`src/rtl/alu_control_unit.sv`:
```
// Sequencing front end for the combinational ALU. It accepts one request, drives the ALU
// for a single execute cycle, then holds the result, the flag register and the condition outcome.
module alu_control_unit #(
    parameter int WIDTH = 64
) (
    input  logic             clk,
    input  logic             reset,
    input  logic             req_valid,
    output logic             req_ready,
    input  logic [2:0]       req_op,
    input  logic [WIDTH-1:0] req_a,
    input  logic [WIDTH-1:0] req_b,
    input  logic             req_set_flags,
    input  logic [3:0]       req_cond,
    output logic [WIDTH-1:0] alu_a,
    output logic [WIDTH-1:0] alu_b,
    output logic [4:0]       alu_function_select,
    output logic             alu_cin,
    input  logic [WIDTH-1:0] alu_f,
    input  logic [3:0]       alu_status,
    output logic             rsp_valid,
    input  logic             rsp_ready,
    output logic [WIDTH-1:0] rsp_result,
    output logic             rsp_cond_true,
    output logic [3:0]       flags
);

    typedef enum logic [1:0] {
        IDLE,
        EXEC,
        RESP
    } state_t;

    state_t           state_q, state_d;
    logic [WIDTH-1:0] a_q, b_q, result_q;
    logic [4:0]       fsel_q, fsel_d;
    logic             cin_q, cin_d;
    logic             set_flags_q;
    logic [3:0]       cond_q;
    logic [3:0]       flags_q, flags_d;
    logic             cond_true_q, cond_true_d;
    logic             accept;

    // Flags are packed {v,c,n,z}.
    function automatic logic cond_eval(input logic [3:0] cond, input logic [3:0] f);
        logic v, c, n, z, res;
        {v, c, n, z} = f;
        case (cond)
            4'd0:    res = z;
            4'd1:    res = !z;
            4'd2:    res = c;
            4'd3:    res = !c;
            4'd4:    res = n;
            4'd5:    res = !n;
            4'd6:    res = v;
            4'd7:    res = !v;
            4'd8:    res = c && !z;
            4'd9:    res = !c || z;
            4'd10:   res = (n == v);
            4'd11:   res = (n != v);
            4'd12:   res = !z && (n == v);
            4'd13:   res = z || (n != v);
            default: res = 1'b1;
        endcase
        return res;
    endfunction

    always_comb begin
        fsel_d = 5'b00000;
        cin_d  = 1'b0;
        case (req_op)
            3'd0: fsel_d = 5'b00000;
            3'd1: fsel_d = 5'b00100;
            3'd2: fsel_d = 5'b01000;
            3'd3: begin
                fsel_d = 5'b01010;
                cin_d  = 1'b1;
            end
            3'd4: fsel_d = 5'b01100;
            3'd5: fsel_d = 5'b10000;
            3'd6: fsel_d = 5'b10100;
            3'd7: fsel_d = 5'b00010;
            default: fsel_d = 5'b00000;
        endcase
    end

    always_comb begin
        state_d   = state_q;
        req_ready = 1'b0;
        case (state_q)
            IDLE: begin
                req_ready = 1'b1;
                if (req_valid) state_d = EXEC;
            end
            EXEC: state_d = RESP;
            RESP: begin
                // Consuming the response frees the unit in the same cycle.
                req_ready = rsp_ready;
                if (rsp_ready) state_d = req_valid ? EXEC : IDLE;
            end
            default: state_d = IDLE;
        endcase
    end

    assign accept      = req_valid && req_ready;
    assign flags_d     = set_flags_q ? alu_status : flags_q;
    assign cond_true_d = cond_eval(cond_q, flags_d);

    always_ff @(posedge clk) begin
        if (reset) begin
            state_q     <= IDLE;
            a_q         <= '0;
            b_q         <= '0;
            fsel_q      <= 5'b00000;
            cin_q       <= 1'b0;
            set_flags_q <= 1'b0;
            cond_q      <= 4'd0;
            result_q    <= '0;
            flags_q     <= 4'b0000;
            cond_true_q <= 1'b0;
        end else begin
            state_q <= state_d;
            if (accept) begin
                a_q         <= req_a;
                b_q         <= req_b;
                fsel_q      <= fsel_d;
                cin_q       <= cin_d;
                set_flags_q <= req_set_flags;
                cond_q      <= req_cond;
            end
            if (state_q == EXEC) begin
                result_q    <= alu_f;
                flags_q     <= flags_d;
                cond_true_q <= cond_true_d;
            end
        end
    end

    assign alu_a               = a_q;
    assign alu_b               = b_q;
    assign alu_function_select = fsel_q;
    assign alu_cin             = cin_q;
    assign rsp_valid           = (state_q == RESP);
    assign rsp_result          = result_q;
    assign rsp_cond_true       = cond_true_q;
    assign flags               = flags_q;

endmodule

```
`config.mk`:
```
export PLATFORM = sky130hd
export DESIGN_NAME = alu_control_unit
export DESIGN_NICKNAME = d
export VERILOG_FILES = /design/src/rtl/alu_control_unit.sv
export SDC_FILE = /design/constraint.sdc
export NUM_CORES = 1
export LEC_CHECK = 0
export BUFFER_PORTS_ARGS = -buffer_cell sky130_fd_sc_hd__buf_4
export CORE_AREA = 2 2 162 164
export CTS_CLUSTER_DIAMETER = 150
export DETAILED_ROUTE_END_ITERATION = 8
export DIE_AREA = 0 0 164 166
export PLACE_DENSITY = 0.65
export SLEW_MARGIN = 10
export SYNTH_ARGS = -nofsm -noshare
export SYNTH_HDL_FRONTEND = slang
export SYNTH_SLANG_ARGS = --single-unit
```
`constraint.sdc`:
```
create_clock -name clk -period 1.6 [get_ports clk]
set_input_delay 0.08 -clock clk [delete_from_list [all_inputs] [get_ports clk]]
set_output_delay 0.08 -clock clk [all_outputs]
set_load 0.1 [all_outputs]
```
* After elaboration in Yosys (flattened, before gate mapping)
Index checks and enable logic that the tools add are counted.
Cells by class: eq/ne operators 26, mux-type cells 9, reductions and logical operators 13
Operators by type and width (count):
- $pmux 5 s8 | 1
- $eq 4x4->1 const B | 6
- $eq 4x3->1 const B | 4
- $pmux 1 s14 | 1
- $eq 3x3->1 const B | 4
- $eq 4x2->1 const B | 2
- $eq 3x2->1 const B | 2
- $pmux 2 s3 | 1
- $eq 4x1->1 const B | 1
- $logic_not 1->1 | 4
- $logic_not 4->1 | 1
- $mux 2 | 2
- $mux 4 | 1
- $eq 3x1->1 const B | 1
- $logic_and 1x1->1 | 3
- $logic_not 3->1 | 1
- $eq 2x1->1 const B | 1
- $eq 2x2->1 const B | 1
- $logic_not 2->1 | 1
- $logic_or 1x1->1 | 2
- $mux 1 | 2
- $ne 2x1->1 const B | 1
- $ne 2x2->1 const B | 1
- $pmux 1 s2 | 1
- 3 further kinds | 3
Word-level totals: bits in registers 210, input port bits 208, output and inout port bits 205

* Longest topological paths before layout
Gate-level depths: netlist (run 1).
word-level depth 4, depth in mapped cells 7, mapped depth without buffers 5

* Least setup slack after synthesis (run 1)
Ideal clock, no wire load.
kind register -> register, from register state_q[0], to register a_q[11], in the netlist alu_a[11], setup time 0.070 ns, arrival 2.653 ns, data required time 1.530 ns, setup slack -1.123 ns, stages on the path, launching flop included 7, period minus slack after synthesis 2.723 ns, path through dfxtp_1 > a21oi_1 > and2_1 > buf_2 > buf_2 > nand2_1 > a21oi_1
Between the ends: longest elaborated chain between the ends 3, elaborated cells between the ends (all ways) 4, those cells by class eq/ne: 1; mux: 1; reduce/logical: 2
Ends and longest elaborated chain:
- start, declared | line 34 | state_t state_q, state_d;
- start signal, assigned | line 122 | state_q <= state_d;
- $eq 2x2->1 or $logic_not 2->1 (tied branches) | line 90 | case (state_q)
- $pmux 1 s2 * | line 90
- net req_ready | line 9 | output logic req_ready,
- $logic_and 1x1->1 * | line 105 | assign accept = req_valid && req_ready;
- end signal, assigned | line 124 | a_q <= req_a;
- end, declared | line 35 | logic [WIDTH-1:0] a_q, b_q, result_q;
The timed path passes the listed nets; every way through them passes the cells marked *. A chain may end at the register's enable or synchronous reset.

* Final worst setup path (run 1)
from register cond_q[2], to register cond_true_q, in the netlist rsp_cond_true
Between the ends: longest elaborated chain between the ends 2, elaborated cells between the ends (all ways) 15, those cells by class eq/ne: 13; mux: 1; reduce/logical: 1
Ends and longest elaborated chain:
- start, declared | line 39 | logic [3:0] cond_q;
- start signal, assigned | line 129 | cond_q <= req_cond;
- $eq 4x4->1, or another cell as far along | line 48 | case (cond)
- $pmux 1 s14 * | line 48
- end signal, assigned | line 134 | cond_true_q <= cond_true_d;
- end, declared | line 41 | logic cond_true_q, cond_true_d;
Every way passes the cells marked *; elsewhere a longest branch is shown, timed or not.

==> impl_metrics.json, run 1 <==
{
  "synth_cells": 934,
  "arrival_ns": 2.02,
  "port_buffers": 411,
  "status": "finished with violations",
  "finalHoldViolations": 0,
  "dieArea_um2": 27220,
  "syn_area_per_cell_um2": 7.864,
  "synth_top_area_cell": "dfxtp_1",
  "rows": 59,
  "drcViolationCount": 0,
  "via_per_inst": 4.552,
  "avgRoutedWirePerCell_um": 14.93,
  "rsz0062_at_grt": "true",
  "nFillCells": 2175,
  "synth_seq_cells": 209,
  "path_max_fanout": 4,
  "r2r_start": "cond_q[2]",
  "coreArea_um2": 25620,
  "dp.cells": 1642,
  "yosys-top-cells-area": "dfxtp_1, nand2_1, a21oi_1",
  "grt_pass1_wl_mm": 43.92,
  "final_util_pct": 54.36,
  "r2r_end": "rsp_cond_true",
  "ys.flop_type": "dfxtp_1",
  "finalNonFillerCells": 1894,
  "async_reset_ff_share_pct": 0,
  "r2r_cells": 5,
  "dieWidth_um": 164,
  "crit_path_end": "rsp_cond_true",
  "diodes": 0,
  "clock_power_share_pct": 36.4,
  "gp_congestion": 0.7881,
  "ant_nets": 0,
  "finalSetupViolations": 1,
  "rrSetupSlack_ns": -0.01,
  "required_ns": 2.01,
  "ios": 413,
  "hold_path.class": "primary input to flip-flop",
  "finalCritPeriodShare_pct": 100.7,
  "clk_pin_slew_ns": 0.06,
  "cts_tree": "built",
  "p_per_area_nw_per_um2": 1133,
  "ys_types": 26,
  "wl_mm": 28.28,
  "vdd_drop_max_uv": 831.4,
  "grt_usage_pct": 19.67,
  "fin_nets": 1749,
  "setup_slack_ns": -0.01056,
  "die_y_um": 166,
  "timing.fmax_mhz": 620.9,
  "comb_power_share_pct": 27.7,
  "yosys.area.top_type_share_pct": 56.97,
  "swShare_pct": 34.52,
  "multi_input_area_um2": 2884,
  "final_max_slew_viol_count": 0,
  "register_area_um2": 4205,
  "cts_buffers": 24,
  "vias": 8622,
  "violations": "setup timing",
  "skew_ns": 0.009187,
  "grt_max_degree": 65,
  "clockRootBuffer": "clkbuf_16",
  "worst_setup_path_start_kind": "flip-flop",
  "endpoint_kind": "flip-flop",
  "firstDrtPassIters": 7,
  "clk_latency_ns": 0.51,
  "yosysMostFrequentCell": "nand2_1",
  "drt-initial-drc-count": 469,
  "synth.net_count": 1142,
  "detailedPlace.worstSlack_ns": -0.07940,
  "synth_warnings": 0,
  "p_leak_nw": 6.161,
  "synth-seq-area-share_pct": 56.97,
  "intPower_mw": 10.33,
  "cap_viol_max_count": 0,
  "cp-startpoint": "cond_q[2]",
  "htree_levels": 1,
  "p_switching_mw": 5.447,
  "min_period_ns": 1.611,
  "worstSetupPathType": "flip-flop to flip-flop",
  "first_global_vias": 8847,
  "clockBufferDepth": 3,
  "syn2layout_area_growth_pct": 89.59,
  "drive_gt1_share_pct": 32.46,
  "seq_power_share_pct": 35.9,
  "synth_common_cells": "nand2_1, dfxtp_1, a21oi_1",
  "synth_edf_count": 0,
  "start_util_pct": 28.67,
  "hpwl_mm": 17.56,
  "overflow": 0,
  "cts_sinks": 209,
  "antenna_found_initial": 0,
  "syn_area_um2": 7345
}
metrics by stage:
step           total power, mW  cell area (um^2)  hold WS, ns   TNS, ns
3_5_place_dp             9.678             11000       0.3348  -0.07940
4_1_cts                  15.86             13890      0.04960  -0.02651
5_1_grt                  16.34             13920       0.1350   -0.1094
2_1_floorplan            8.550              7473       0.2160    -9.610
6_report                 15.78             13920       0.1153  -0.01056
3_3_place_gp             9.649             11000       0.3268  -0.06072
worst max-delay path: stages (launching register included):
cell and delay [ns]:
dfxtp_4 0.37, mux4_2 0.50, mux2i_1 0.19, xnor2_1 0.16, nor3_2 0.07, a2111oi_2 0.21
how the worst min path moves through the flow:
| stage | start | end | slack, ns | cells past startpoint |
|---|---|---|---|---|
| floorplan | req_cond[2] | cond_q[2] | 0.22 | 2 |
| global placement | req_b[29] | alu_b[29] | 0.33 | 3 |
| CTS | req_valid | state_q[0] | 0.05 | 4 |
| detailed placement | req_a[43] | alu_a[43] | 0.33 | 3 |
| global route | req_valid | alu_b[51] | 0.13 | 5 |
| finish | req_valid | alu_b[42] | 0.12 | 5 |
power by group through the flow:
stage	clock network, mW	logic, mW	registers [mW]
6_report	5.74	4.38	5.66
3_3_place_gp	0	3.89	5.76
5_1_grt	6.07	4.57	5.69
3_5_place_dp	0	3.91	5.77
4_1_cts	5.87	4.33	5.66
2_1_floorplan	0	0.743	7.81
routing by layer:
metal	up-vias	share of wire (%)	track usage [%]	wire length (um)
met5	-	0	0	0
met4	0	4.8	9.954	1347
met3	109	7.7	5.170	2190
met2	373	49	35.04	13870
met1	3922	38	21.26	10880
li1	4218	-	-	-
cell families (layout without fill, tap and decap cells):
| group | Yosys count | after routing | synth area share (%) |
|---|---|---|---|
| AO/OA/AOI/OAI | 211 | 211 | 14.72 |
| XOR/XNOR | 5 | 5 | 0.5962 |
| buffers and inverters | 73 | 698 | 4.242 |
| flip-flops | 209 | 209 | 56.97 |
| multiplexers | 5 | 5 | 1.022 |
| other | 1 | 1 | 0.05106 |
| AND/OR/NAND/NOR | 430 | 430 | 22.40 |
flip-flops by register name, summed over array words and instances, names as in the netlist:
name and cells:
rsp_result 64, alu_function_select 4, alu_b 64, rsp_cond_true 1, set_flags_q 1, cond_q 4
alu_a 64, flags 4, alu_cin 1, state_q 2
timing repair:
item	in CTS	in global routing
buffers inserted	0	1
gates cloned	0	1
hold buffers	206	0
pin swaps	1	1
hold endpoints to repair	208	0
setup endpoints to repair	1	3
resized for setup	2	0
cell type report:
cell class / count / area share [%]
repair buffers: 651 / 40.03
flip-flops and latches: 209 / 30.20
multi-input cells: 652 / 20.71
clock buffers: 31 / 4.870
well taps: 335 / 3.010
clock inverters: 13 / 1.096
inverters: 3 / 0.08087
cell usage in the layout (no fill, tap or decap), drive strengths merged, types with 5 or more instances in the layout:
master / instances
a21oi: 207
buf: 444
clkbuf: 32
clkinv: 6
dfxtp: 209
dlygate4sd3: 206
inv: 5
nand2: 405
nand3: 6
nor2: 11
(Power assumes the default switching activity.)
==> run 2, diff against run 1 <==
- PLACE_DENSITY: 0.65 -> 0.63
- clock period: 1.6 -> 1.85 ns (I/O delays scaled with it)
==> run 2 against run 1 <==
Against the previous run:
- the run now ends clean
- count of clock-buffer cells in the layout grew 6
- fmax shrank 5.1%
- clock skew shrank 0.0045 ns
- non-clock buffer count shrank 15
==> impl_metrics.json, run 2 (synthesis results as in run 1) <==
{
  "detailedPlace.worstSlack_ns": 0.1061,
  "endpoint_kind": "flip-flop",
  "finalSetupViolations": 0,
  "clk_latency_ns": 0.51,
  "clk_pin_slew_ns": 0.06,
  "fin_nets": 1734,
  "vdd_drop_max_uv": 778.5,
  "required_ns": 2.26,
  "setup_slack_ns": 0.1524,
  "grt_usage_pct": 19.06,
  "firstDrtPassIters": 4,
  "port_buffers": 411,
  "drt-initial-drc-count": 433,
  "status": "completed",
  "start_util_pct": 28.67,
  "wl_mm": 27.62,
  "finalCritPeriodShare_pct": 91.76,
  "nFillCells": 2234,
  "first_global_vias": 8359,
  "path_max_fanout": 4,
  "crit_family": "multiplexers",
  "cts_setup_buffers": 0,
  "mostFrequentLayoutCells": "buf_4, nand2_1, a21oi_1, dlygate4sd3_1, dfxtp_1",
  "rrSetupSlack_ns": 0.15,
  "overflow": 0,
  "timing.fmax_mhz": 589.1,
  "crit_chain": "mux4_2, mux2i_1, xnor2_1, nor3_2, a2111oi_2",
  "dieWidth_um": 164,
  "ant_nets": 0,
  "min_period_ns": 1.698,
  "setup_tns_ns": 0,
  "finalHoldViolations": 0,
  "hold_path.class": "primary input to flip-flop",
  "max_stage_delay_ns": 0.50,
  "drcViolationCount": 0,
  "worst_setup_path_start_kind": "flip-flop",
  "ios": 413,
  "r2r_start": "cond_q[2]",
  "final_common_cell": "buf_4",
  "cap_viol_max_count": 0,
  "skew_ns": 0.004677,
  "clockBufferDepth": 3,
  "via_per_inst": 4.562,
  "antenna_found_initial": 0,
  "p_leak_nw": 6.022,
  "rows": 59,
  "syn2layout_area_growth_pct": 86.05,
  "avgRoutedWirePerCell_um": 14.72,
  "grt_pass1_wl_mm": 42.49,
  "final_util_pct": 53.34,
  "rsz0062_at_grt": "false",
  "hpwl_mm": 17.15,
  "final_max_slew_viol_count": 0,
  "gp_congestion": 0.8093,
  "cts_sinks": 209,
  "arrival_ns": 2.10,
  "cts_buffers": 24,
  "grt_max_degree": 82,
  "p_per_area_nw_per_um2": 963.6,
  "crit_path_end": "rsp_cond_true",
  "dieArea_um2": 27220,
  "coreArea_um2": 25620,
  "finalNonFillerCells": 1876,
  "cts_tree": "built",
  "dp.cells": 1629,
  "die_y_um": 166,
  "diodes": 0,
  "r2r_end": "rsp_cond_true",
  "clockRootBuffer": "clkbuf_16",
  "crit_path_top_delay_cell": "mux4_2",
  "vias": 8559,
  "r2r_cells": 5,
  "worstSetupPathType": "flip-flop to flip-flop",
  "drive_gt1_share_pct": 31.34,
  "crit_cells": 5,
  "cp-startpoint": "cond_q[2]",
  "path_buf_inv": 0,
  "htree_levels": 1
}
==> run 2: cell types whose count changed in the layout (fill, tap and decap cells not counted), moves of 2 or more <==
cell	delta
buf_12	-3
buf_4	-11
inv_6	-2
clkbuf_8	+3
dfxtp_4	-5
dfxtp_2	+3
clkbuf_1	+3
bufinv_16	-3
dfxtp_1	+2
clkinv_2	-3
==> run 2: worst min-delay path: cells and delay by family <==
kind                   cells  cell delay (ns)
and+or+nand+nor            1             0.07
buffers and inverters      1             0.13
AOI/OAI and AO/OA          2             0.27
==> run 2: layer usage <==
metal | routed length [um] | track usage (%) | vias to the layer above
met3 | 2260 | 5.120 | 75
met1 | 10730 | 21.28 | 3944
met5 | 0 | 0 | -
met2 | 13560 | 33.85 | 354
li1 | - | - | 4186
met4 | 1064 | 8.047 | 0
==> run 2: how the worst min path moves through the flow <==
| stage | cells after the start | start | to | slack (ns) |
|---|---|---|---|---|
| finish | 4 | req_valid | alu_cin | 0.1 |
| global route | 4 | req_valid | alu_cin | 0.08 |
| CTS | 4 | req_valid | alu_cin | 0.07 |
| detailed placement | 3 | req_b[20] | alu_b[20] | 0.35 |
| global placement | 3 | req_b[15] | alu_b[15] | 0.34 |
| floorplan | 2 | req_cond[2] | cond_q[2] | 0.23 |
==> run 2: cell type report <==
cell class                 instances  area [um^2]  share of cell area [%]
clock inverter                     4        22.52                  0.1648
clock buffer                      37        730.7                   5.347
tap                              335        419.2                   3.067
inverter                           3        11.26                 0.08241
sequential                       209         4190                   30.67
timing repair buffer             636         5406                   39.57
multi-input combinational        652         2884                   21.11
==> run 2: timing repair <==
action,4_1_cts,5_1_grt
endpoints found under the setup margin,0,1
gates resized for setup,0,1
hold buffers,206,0
hold endpoints to repair,208,0
==> run 2: power breakdown <==
group / switching [mW] / internal (mW) / total, mW
registers: 0.146 / 4.76 / 4.91
logic: 2.60 / 1.12 / 3.72
clock network: 1.85 / 2.69 / 4.54
==> run 2: through the flow <==
step / cell area [um^2] / power [mW] / hold WS [ns]
after floorplan: 7363 / 7.359 / 0.2285
after detailed placement: 10850 / 8.339 / 0.3482
final: 13660 / 13.17 / 0.09876
after CTS: 13660 / 13.29 / 0.06530
after global placement: 10850 / 8.314 / 0.3383
after global routing: 13660 / 13.70 / 0.08188
